## src/rtl/spi_afe_pkg.sv

```systemverilog
//------------------------------------------------------------------------------
// spi_afe_pkg
// Frame geometry and FSM encoding shared by the AFE link master and slave.
// Rev 1.0
//------------------------------------------------------------------------------
`default_nettype none

package spi_afe_pkg;

    localparam int FRAME_BITS = 24;
    localparam int CMD_BITS   = 8;
    localparam int DATA_BITS  = 16;

    localparam logic RW_READ = 1'b1;

    localparam logic [1:0] ST_IDLE = 2'd0;
    localparam logic [1:0] ST_CMD  = 2'd1;
    localparam logic [1:0] ST_DATA = 2'd2;
    localparam logic [1:0] ST_DONE = 2'd3;

    function automatic logic [4:0] bitcnt_inc(input logic [4:0] cnt);
        return (cnt == 5'd31) ? cnt : cnt + 5'd1;
    endfunction

endpackage

`default_nettype wire

```

## src/rtl/spi_afe_slave_if.sv

```systemverilog
//------------------------------------------------------------------------------
// spi_afe_slave_if
// AFE serial link wires between the FPGA master and the responder.
// Rev 1.0
//------------------------------------------------------------------------------
`default_nettype none

interface spi_afe_slave_if;
    logic spi_clk_i;
    logic spi_mosi_i;
    logic spi_sel_i;
    logic sel0_i;
    logic sel1_i;
    logic spi_miso_o;
    logic spi_miso_oe;

    modport master (
        output spi_clk_i, spi_mosi_i, spi_sel_i, sel0_i, sel1_i,
        input  spi_miso_o, spi_miso_oe
    );

    modport slave (
        input  spi_clk_i, spi_mosi_i, spi_sel_i, sel0_i, sel1_i,
        output spi_miso_o, spi_miso_oe
    );
endinterface

`default_nettype wire

```

## src/rtl/spi_afe_slave_in_sync.sv

```systemverilog
//------------------------------------------------------------------------------
// spi_in_sync
// Two-flop synchroniser plus edge register for one asynchronous link input.
// Rev 1.0
//------------------------------------------------------------------------------
`default_nettype none

module spi_in_sync #(
    parameter logic RST_LVL = 1'b0
) (
    input  logic clk,
    input  logic rst,
    input  logic din,
    output logic level,
    output logic rise,
    output logic fall
);

    logic r_meta;
    logic r_sync;
    logic r_prev;

    // Reset to the idle line level so leaving reset never fakes an edge.
    always_ff @(posedge clk) begin
        if (rst) begin
            r_meta <= RST_LVL;
            r_sync <= RST_LVL;
            r_prev <= RST_LVL;
        end else begin
            r_meta <= din;
            r_sync <= r_meta;
            r_prev <= r_sync;
        end
    end

    assign level = r_sync;
    assign rise  = r_sync & ~r_prev;
    assign fall  = ~r_sync & r_prev;

endmodule

`default_nettype wire

```

## src/rtl/spi_afe_slave.sv

```systemverilog
//------------------------------------------------------------------------------
// spi_afe_slave
// SPI responder for the AFE link: 24-bit frames into a 16-bit register bank.
// Rev 1.0
//------------------------------------------------------------------------------
`default_nettype none

module spi_afe_slave
    import spi_afe_pkg::*;
#(
    parameter logic [1:0]  CHAN_ID = 2'd0,
    parameter int          NREGS   = 16,
    parameter logic [15:0] RST_VAL = 16'h0
) (
    input  logic                  sys_clk,
    input  logic                  sys_rst,
    spi_afe_slave_if.slave        link,
    output logic [NREGS*16-1:0]   regs_o,
    output logic                  wr_strobe_o,
    output logic [6:0]            wr_addr_o,
    output logic                  frame_err_o
);

    logic w_sclk_lvl, w_sclk_rise, w_sclk_fall;
    logic w_mosi_lvl, w_mosi_rise, w_mosi_fall;
    logic w_sel_lvl,  w_sel_rise,  w_sel_fall;
    logic w_s0_lvl,   w_s0_rise,   w_s0_fall;
    logic w_s1_lvl,   w_s1_rise,   w_s1_fall;

    spi_in_sync #(.RST_LVL(1'b0)) u_sync_sclk (.clk(sys_clk), .rst(sys_rst), .din(link.spi_clk_i),
        .level(w_sclk_lvl), .rise(w_sclk_rise), .fall(w_sclk_fall));
    spi_in_sync #(.RST_LVL(1'b0)) u_sync_mosi (.clk(sys_clk), .rst(sys_rst), .din(link.spi_mosi_i),
        .level(w_mosi_lvl), .rise(w_mosi_rise), .fall(w_mosi_fall));
    spi_in_sync #(.RST_LVL(1'b1)) u_sync_sel  (.clk(sys_clk), .rst(sys_rst), .din(link.spi_sel_i),
        .level(w_sel_lvl), .rise(w_sel_rise), .fall(w_sel_fall));
    spi_in_sync #(.RST_LVL(1'b0)) u_sync_s0   (.clk(sys_clk), .rst(sys_rst), .din(link.sel0_i),
        .level(w_s0_lvl), .rise(w_s0_rise), .fall(w_s0_fall));
    spi_in_sync #(.RST_LVL(1'b0)) u_sync_s1   (.clk(sys_clk), .rst(sys_rst), .din(link.sel1_i),
        .level(w_s1_lvl), .rise(w_s1_rise), .fall(w_s1_fall));

    logic w_unused_sync;
    assign w_unused_sync = ^{w_sclk_lvl, w_mosi_rise, w_mosi_fall, w_sel_lvl,
                             w_s0_rise, w_s0_fall, w_s1_rise, w_s1_fall};

    localparam logic [7:0] C_NREGS = 8'(NREGS);

    logic [1:0]          r_state;
    logic [4:0]          r_bitcnt;
    logic [23:0]         r_shin;
    logic                r_rw;
    logic [6:0]          r_addr;
    logic [15:0]         r_shout;
    logic                r_miso;
    logic                r_oe;
    logic                r_restart;
    logic [NREGS*16-1:0] r_regs;

    logic [23:0] w_shin_nxt;
    logic [6:0]  w_addr_nxt;
    logic        w_id_match;
    logic        w_in_range;
    logic        w_start;
    logic [15:0] w_rdata;

    assign w_shin_nxt = {r_shin[22:0], w_mosi_lvl};
    assign w_addr_nxt = w_shin_nxt[6:0];
    assign w_id_match = ({w_s1_lvl, w_s0_lvl} == CHAN_ID);
    assign w_in_range = ({1'b0, r_addr} < C_NREGS);
    // A frame opens from IDLE, or straight out of DONE when a select fall forced the close.
    assign w_start    = w_id_match && (((r_state == ST_IDLE) && w_sel_fall) ||
                                       ((r_state == ST_DONE) && r_restart));

    always_comb begin
        w_rdata = 16'h0;
        for (int k = 0; k < NREGS; k++) begin
            if (w_addr_nxt == 7'(k)) w_rdata = r_regs[16*k +: 16];
        end
    end

    always_ff @(posedge sys_clk) begin
        if (sys_rst) begin
            r_state     <= ST_IDLE;
            r_bitcnt    <= 5'd0;
            r_shin      <= 24'h0;
            r_rw        <= 1'b0;
            r_addr      <= 7'd0;
            r_shout     <= 16'h0;
            r_miso      <= 1'b0;
            r_oe        <= 1'b0;
            r_restart   <= 1'b0;
            r_regs      <= {NREGS{RST_VAL}};
            wr_strobe_o <= 1'b0;
            wr_addr_o   <= 7'd0;
            frame_err_o <= 1'b0;
        end else begin
            wr_strobe_o <= 1'b0;
            frame_err_o <= 1'b0;
            case (r_state)
                ST_CMD, ST_DATA: begin
                    // Select edges take priority over a coincident clock edge.
                    if (w_sel_rise || w_sel_fall) begin
                        r_state   <= ST_DONE;
                        r_oe      <= 1'b0;
                        r_miso    <= 1'b0;
                        r_restart <= w_sel_fall;
                    end else if (w_sclk_rise) begin
                        r_shin   <= w_shin_nxt;
                        r_bitcnt <= bitcnt_inc(r_bitcnt);
                        if ((r_state == ST_CMD) && (r_bitcnt == 5'(CMD_BITS - 1))) begin
                            r_rw    <= w_shin_nxt[7];
                            r_addr  <= w_addr_nxt;
                            r_shout <= (w_shin_nxt[7] == RW_READ) ? w_rdata : 16'h0;
                            r_state <= ST_DATA;
                        end
                    end else if (w_sclk_fall && (r_state == ST_DATA)) begin
                        r_miso  <= r_shout[DATA_BITS-1];
                        r_shout <= {r_shout[14:0], 1'b0};
                    end
                end
                ST_DONE: begin
                    r_restart <= 1'b0;
                    if (r_bitcnt != 5'(FRAME_BITS)) begin
                        frame_err_o <= 1'b1;
                    end else if (r_rw != RW_READ) begin
                        if (w_in_range) begin
                            for (int k = 0; k < NREGS; k++) begin
                                if (r_addr == 7'(k)) r_regs[16*k +: 16] <= r_shin[15:0];
                            end
                            wr_strobe_o <= 1'b1;
                            wr_addr_o   <= r_addr;
                        end else begin
                            frame_err_o <= 1'b1;
                        end
                    end
                    r_state <= ST_IDLE;
                end
                default: ;
            endcase
            if (w_start) begin
                r_state  <= ST_CMD;
                r_bitcnt <= 5'd0;
                r_shout  <= 16'h0;
                r_miso   <= 1'b0;
                r_oe     <= 1'b1;
            end
        end
    end

    assign regs_o           = r_regs;
    assign link.spi_miso_o  = r_miso;
    assign link.spi_miso_oe = r_oe;

endmodule

`default_nettype wire

```

## src/flat_wrapper.sv

```systemverilog
// flat-port wrapper written by rule: the top's interface ports become plain ports
module spi_afe_slave_flat import spi_afe_pkg::*;
#(
    parameter logic [1:0]  CHAN_ID = 2'd0,
    parameter int          NREGS   = 16,
    parameter logic [15:0] RST_VAL = 16'h0
)
  (sys_clk, sys_rst, regs_o, wr_strobe_o, wr_addr_o, frame_err_o, link_spi_clk_i, link_spi_mosi_i, link_spi_sel_i, link_sel0_i, link_sel1_i, link_spi_miso_o, link_spi_miso_oe);
  spi_afe_slave_if link_i ();
  input  logic sys_clk;
  input  logic sys_rst;
  output logic [NREGS*16-1:0] regs_o;
  output logic wr_strobe_o;
  output logic [6:0] wr_addr_o;
  output logic frame_err_o;
  input wire logic [$bits(link_i.spi_clk_i)-1:0] link_spi_clk_i;
  input wire logic [$bits(link_i.spi_mosi_i)-1:0] link_spi_mosi_i;
  input wire logic [$bits(link_i.spi_sel_i)-1:0] link_spi_sel_i;
  input wire logic [$bits(link_i.sel0_i)-1:0] link_sel0_i;
  input wire logic [$bits(link_i.sel1_i)-1:0] link_sel1_i;
  output wire logic [$bits(link_i.spi_miso_o)-1:0] link_spi_miso_o;
  output wire logic [$bits(link_i.spi_miso_oe)-1:0] link_spi_miso_oe;
  assign link_i.spi_clk_i = link_spi_clk_i;
  assign link_i.spi_mosi_i = link_spi_mosi_i;
  assign link_i.spi_sel_i = link_spi_sel_i;
  assign link_i.sel0_i = link_sel0_i;
  assign link_i.sel1_i = link_sel1_i;
  assign link_spi_miso_o = link_i.spi_miso_o;
  assign link_spi_miso_oe = link_i.spi_miso_oe;
  spi_afe_slave #(.CHAN_ID(CHAN_ID), .NREGS(NREGS), .RST_VAL(RST_VAL)) u_core (.sys_clk(sys_clk), .sys_rst(sys_rst), .link(link_i), .regs_o(regs_o), .wr_strobe_o(wr_strobe_o), .wr_addr_o(wr_addr_o), .frame_err_o(frame_err_o));
endmodule
```

## config.mk

```make
export PLATFORM = sky130hd
export DESIGN_NAME = spi_afe_slave_flat
export DESIGN_NICKNAME = d
export VERILOG_FILES = /design/src/rtl/spi_afe_pkg.sv /design/src/rtl/spi_afe_slave_if.sv /design/src/rtl/spi_afe_slave_in_sync.sv /design/src/rtl/spi_afe_slave.sv /design/src/flat_wrapper.sv
export SDC_FILE = /design/constraint.sdc
export NUM_CORES = 1
export LEC_CHECK = 0
export CAP_MARGIN = 10
export CORE_MARGIN = 8
export CORE_UTILIZATION = 50
export CTS_CLUSTER_SIZE = 28
export DETAILED_ROUTE_END_ITERATION = 8
export PLACE_DENSITY = 0.8
export SLEW_MARGIN = 5
export SYNTH_ARGS = -nofsm -noshare
export SYNTH_HDL_FRONTEND = slang
export SYNTH_SLANG_ARGS = --single-unit
```

## constraint.sdc

```tcl
create_clock -name sys_clk -period 2.8 [get_ports sys_clk]
set_input_delay 0.56 -clock sys_clk [delete_from_list [all_inputs] [get_ports sys_clk]]
set_output_delay 0.56 -clock sys_clk [all_outputs]
set_load 0.02 [all_outputs]
```

# Word level (Yosys, flattened, before mapping)

Cells that the tools add are included.

Input bits: 7
Memories kept: 0
Bits in latches: 0
Memory bits (read-only): 0
Bits in writable memories: 0
Word-level logic and storage cells: 183
Output and inout port bits: 267
Register bits: 327

Multipliers: 0
Add/sub/neg operators: 1
Equal/unequal tests: 43
Shift operators: 0
Order comparisons: 1
Reduce and logical (&&, ||, !) cells: 47
Bitwise gates (word level): 13
Multiplexer cells: 37
Div/mod/pow operators: 0

Operators with widths:

| operator                                                              | number |
|---|---|
| 16-bit two-way mux                                                    | 20 |
| 7-bit by 4-bit == test with 1-bit output (second input constant)      | 16 |
| 5-bit AND reduction                                                   | 16 |
| 7-bit by 3-bit == test with 1-bit output (second input constant)      | 8 |
| 7-bit by 2-bit == test with 1-bit output (second input constant)      | 4 |
| 4-bit AND reduction                                                   | 4 |
| 7-bit by 1-bit == test with 1-bit output (second input constant)      | 2 |
| 7-bit logical NOT                                                     | 2 |
| 1-bit two-way mux                                                     | 12 |
| 3-bit AND reduction                                                   | 4 |
| 2-bit nonzero test                                                    | 5 |
| 1-bit NOT                                                             | 9 |
| 7-bit by 5-bit < comparator with 1-bit output (second input constant) | 1 |
| 2-bit two-way mux                                                     | 3 |
| 2-bit by 1-bit != test with 1-bit output (second input constant)      | 3 |
| 2-bit OR reduction                                                    | 3 |
| 5-bit by 1-bit adder with 5-bit output (second input constant)        | 1 |
| 5-bit by 3-bit == test with 1-bit output (second input constant)      | 1 |
| 5-bit == test (second input constant)                                 | 1 |
| 1-bit logical AND                                                     | 5 |
| 5-bit != test (second input constant)                                 | 1 |
| 1-bit AND                                                             | 4 |
| 2-bit == test (second input constant)                                 | 2 |
| 2-bit logical NOT                                                     | 2 |
| 11 further kinds                                                      | 13 |

# Depth between registers and ports, before layout

Depth after elaboration: 20
Mapped depth: 10
Gate-level depth less buffers: 7

# Modules after synthesis

A second synthesis with hierarchy kept.

Cell total of the unflattened synthesis: 1965
Area total of the unflattened synthesis: 14735.4 um2

Modules (own cells, without submodules):

| module                               | times used | cells each | area an instance (um2) | sequential area each (um2) |
|---|---|---|---|---|
| spi_afe_slave                        | 1          | 1925       | 14277.4                | 6306.0 |
| spi_in_sync (u_core.u_sync_mosi ...) | 4          | 8          | 91.3                   | 60.1 |
| spi_in_sync (u_core.u_sync_sel)      | 1          | 8          | 92.6                   | 60.1 |

# Least setup slack after synthesis

No wires, ideal clock.

Path kind: register -> register
Start: register u_core.r_addr[5]
End: register u_core.r_regs[235], in the netlist u_core.regs_o[235]
Buffers on the path: 3
Data arrival time: 1.984 ns
Stages on the path, launching flop included: 9
Data required time: 2.668 ns
Slack: 0.684 ns
Clock period less this slack: 2.116 ns
Setup time: 0.132 ns
Path through: dfxtp_1 -> or3_4 -> or3_4 -> buf_12 -> or3_1 -> buf_2 -> buf_6 -> nand2_1 -> a21oi_1

Word-level cells in the longest chain between the ends: 2
Elaborated cells on any way between the ends: 3
Those cells by class: order compare: 1; eq/ne: 1; reduce/logical: 1

Ends and longest elaborated chain:

| item                                                                                                             | line                                      | RTL |
|---|---|---|
| from (decl)                                                                                                      | spi_afe_slave.sv:51                       | `logic [6:0] r_addr;` |
| from (signal assigned)                                                                                           | spi_afe_slave.sv:111                      | `r_addr <= w_addr_nxt;` |
| 7-bit by 5-bit < comparator with 1-bit output / 7-bit by 4-bit == test with 1-bit output (equally long branches) | spi_afe_slave.sv:68, spi_afe_slave.sv:127 |  |
| 5-bit AND reduction (no source line) *                                                                           | --                                        |  |
| to (signal assigned)                                                                                             | spi_afe_slave.sv:91                       | `r_regs <= {NREGS{RST_VAL}};` |
| to (signal, indexed assignment)                                                                                  | spi_afe_slave.sv:127                      | `if (r_addr == 7'(k)) r_regs[16*k +: 16] <= r_shin[15:0];` |
| to (decl)                                                                                                        | spi_afe_slave.sv:56                       | `logic [NREGS*16-1:0] r_regs;` |

Mark *: on every way between the ends. The rest lies on a longest branch, timed or not.
A chain may end at the register's enable or synchronous reset.

# Worst setup path in the final report

Start: register u_core.r_state[0]
End: register u_core.r_regs[228], in the netlist u_core.regs_o[228]

Word-level cells in the longest chain between the ends: 2

Ends and longest elaborated chain:

| item                                 | line                 | RTL |
|---|---|---|
| from (decl)                          | spi_afe_slave.sv:47  | `logic [1:0] r_state;` |
| from (signal assigned)               | spi_afe_slave.sv:82  | `r_state <= ST_IDLE;` |
| from (signal assigned)               | spi_afe_slave.sv:102 | `r_state <= ST_DONE;` |
| from (signal assigned)               | spi_afe_slave.sv:113 | `r_state <= ST_DATA;` |
| 2-bit == test                        | spi_afe_slave.sv:98  | `case (r_state)` |
| 5-bit AND reduction (no source line) | --                   |  |

Every way passes these cells.

==> impl_metrics.ini <==
[worst_setup_path]
end_kind = flop
r2r_start = u_core.r_state[0]$_SDFFE_PP0P_
crit_path_top_delay_cell = or3_1
reg2reg_slack_ns = 0.20
cp_data_required_time_ns = 3.13
path_class = reg -> reg
path_cells = ha_1, nand2b_1, or3_4, or3_1, nand2_1, a21oi_1
crit_fanout = 20
worstRegToRegCells = 6
crit_arrival_ns = 2.93
start_kind = flop
reg2reg_to = u_core.regs_o[228]$_SDFFE_PP0P_
crit_path_max_incr_delay_ns = 0.71

[finish]
most-common-layout-cells = nand2_1 (593), dfxtp_1 (324), a21oi_1 (295)
layout.cells.most_common = nand2_1
final_layout_size_suffix_gt1_frac = 0.110
antenna_cells = 0
final_area_um2 = 19200
n_fill_cell = 2466
area_delta_synth_final_pct = 27.6
nets = 2123
seq_area_um2 = 6560
multiInputGateArea_um2 = 7520

[sta]
worst_pin_slew_ns = 1.23
slew_headroom = 0.182
period_needed_ns = 2.60
max_freq_mhz = 385
clock-skew-final_ns = 0.0178
hold_violations = 0
fin_tns_setup_ns = 0
setup_violations = 0
finalCritPeriodShare = 0.928
drv_slew = 0
rsz0062_at_grt = false

[die]
start_util = 0.509
io_pins = 274
die_area_um2 = 36000
die_h_um = 190
die_x_um = 190
core_um2 = 29600
rows = 63

[synthesis]
synth-seq-area-share = 0.434
ys_warn_count = 0
syn-cell-area_um2 = 15100
yosys_most_used_dff = dfxtp_1
synth_top_family_by_area = simple AND/OR/NAND/NOR gates
synth_cells = 1879
synth_edf_count = 0
synth_xor_area_frac = 0.00174
synth_cell_types = 82
ys_ff_latch = 327
synthSimpleGateAreaFrac = 0.231
syn_area_per_cell_um2 = 8.02
async_flop_share = 0
synth_fa_ha_area_frac = 0.00747
synth.area.mux_share = 0.0687
syn-num-nets = 1895
synth_compound_area_frac = 0.189

[cts]
numCtsBuffers = 35
cts_resized = 0
cts_tree = yes
h-tree-depth = 2
postCtsHoldBufs = 0
post_cts_buffers = 0
clk_latency_ns = 0.52
cts_root_buf = clkbuf_16
clkTransAtPathRegs_ns = 0.06
cts.sink_count = 327
clock_path_buffers = 3

[drt]
dr.pass1.iters = 5
drt_iter0_markers = 2271
drc_errors = 0
drtAntennaViolNets = 0
viasPerCell = 6.18
routedWlPerCell_um = 23.6
finalWirelength_um = 59400
num_vias = 15600

[pwr]
intPower_mw = 7.47
comb_power_share = 0.034
p_sw_frac = 0.225
power.total_mw = 9.63
power_switching_mw = 2.16
seq_power_share = 0.487
clock_power_share = 0.479
p_leak_nw = 6.30
powerDensity_nw_per_um2 = 501
ir_worst_vdd_v = 0.000347

[global_routing]
antenna_found_initial = 0
grt_pass1_vias = 14900
track_usage = 0.315
grt-ovfl-total = 0
grt_first_pass_wirelength_um = 89900
grt_max_degree = 186

[place]
place_congestion = 0.978
dp_hpwl_um = 41900
postPlaceCellArea_um2 = 18100
io_buffer_count = 273

[min_path]
min_path_cells = 2
hold_class = in -> reg
holdPathEnd = u_core.r_shin[6]$_SDFFE_PP0P_
hp-start = sys_rst

[flow_run]
maxCapViolations = 0

[run_status]
outcome = complete, no violations
-- how the worst max path moves through the flow --
stage,endpoint,from,depth (start not counted),slack (ns)
2_1_floorplan,u_core.regs_o[235]$_SDFFE_PP0P_,u_core.r_addr[5]$_SDFFE_PP0P_,8,0.68
6_report,u_core.regs_o[228]$_SDFFE_PP0P_,u_core.r_state[0]$_SDFFE_PP0P_,6,0.20
4_1_cts,u_core.regs_o[228]$_SDFFE_PP0P_,u_core.r_state[0]$_SDFFE_PP0P_,6,0.24
3_5_place_dp,u_core.regs_o[253]$_SDFFE_PP0P_,u_core.r_state[0]$_SDFFE_PP0P_,6,0.29
5_1_grt,u_core.regs_o[233]$_SDFFE_PP0P_,u_core.r_state[1]$_SDFFE_PP0P_,6,0.07
3_3_place_gp,u_core.regs_o[235]$_SDFFE_PP0P_,u_core.r_bitcnt[0]$_SDFFE_PP0P_,7,0.40
-- logic make-up after synthesis --
family / count (synthesis)
buffers and inverters: 189
adders and majority gates: 9
xor gates and xnor gates: 3
DFF: 327
and+or+nand+nor: 791
muxes: 82
AOI/OAI and AO/OA: 478
-- power groups by stage --
| stage | registers [mW] | clock network [mW] | logic, mW |
|---|---|---|---|
| final | 4.69 | 4.61 | 0.329 |
| after CTS | 4.69 | 4.61 | 0.320 |
| after floorplan | 4.78 | 0 | 0.230 |
| after detailed placement | 4.79 | 0 | 0.319 |
| after global placement | 4.79 | 0 | 0.314 |
| after global routing | 4.69 | 4.82 | 0.350 |
-- metrics by stage --
stage	hold slack [ns]	utilization	setup slack [ns]	cells
finish	0.238	0.649	0.202	2522
global route	0.243	0.649	0.0675	2522
CTS	0.233	0.649	0.240	2522
detailed placement	0.396	0.611	0.288	2460
global placement	0.406	0.611	0.401	2460
floorplan	0.389	-	0.684	1879
-- synthesized netlist by cell type (6+ instances only) --
master       n  area share
buf_6        7      0.0052
o21ai_0     44       0.015
nor3_4       9      0.0097
clkbuf_8    10      0.0091
nand3_1     32       0.011
nor3_1       9      0.0030
o221ai_1     6      0.0035
dfxtp_1    327        0.43
buf_4       14      0.0070
and3_1       8      0.0033
a21oi_2     21       0.012
inv_1       20      0.0050
nor4_1       6      0.0025
ha_1         9      0.0075
o22ai_1      8      0.0033
o31ai_1     10      0.0050
mux2i_1     45       0.030
nor2b_1     21      0.0087
o211ai_1     8      0.0040
mux2_2      22       0.016
a31oi_1      9      0.0037
or2_2        7      0.0029
a21oi_1    295       0.098
nand2_1    593        0.15
a211oi_1     6      0.0030
a22o_1      10      0.0058
a22oi_1     15      0.0075
mux4_2      15       0.022
clkbuf_1    73       0.018
buf_1       11      0.0027
o2111ai_1    8      0.0046
buf_2       45       0.015
nor2_1      52       0.013
-- cell type report --
type / count / area share
inverter: 21 / 0.00410
timing repair buffer: 359 / 0.180
sequential: 327 / 0.341
tap: 390 / 0.0254
clock buffer: 53 / 0.0549
multi-input combinational: 1363 / 0.391
clock inverter: 9 / 0.00403
-- sequential cells by signal (all words and copies together), names as in the netlist, 2 cells and up --
name	flops
u_core.regs_o	256
u_core.r_shin	16
u_core.r_shout	16
u_core.r_addr	7
u_core.wr_addr_o	7
u_core.r_bitcnt	5
u_core.r_state	2
-- critical path: cells and delay by family, from the launching register on --
kind	cells	cell delay [ns]
DFF	1	0.39
and+or+nand+nor	4	1.60
AOI/OAI and AO/OA	1	0.10
adders and majority gates	1	0.31
-- layer usage --
metal / global-route usage / share of wire
met5: 0 / 0
met4: 0.141 / 0.046
met3: 0.0813 / 0.13
met2: 0.499 / 0.45
met1: 0.400 / 0.38
Power figures use the tool's default switching activity.
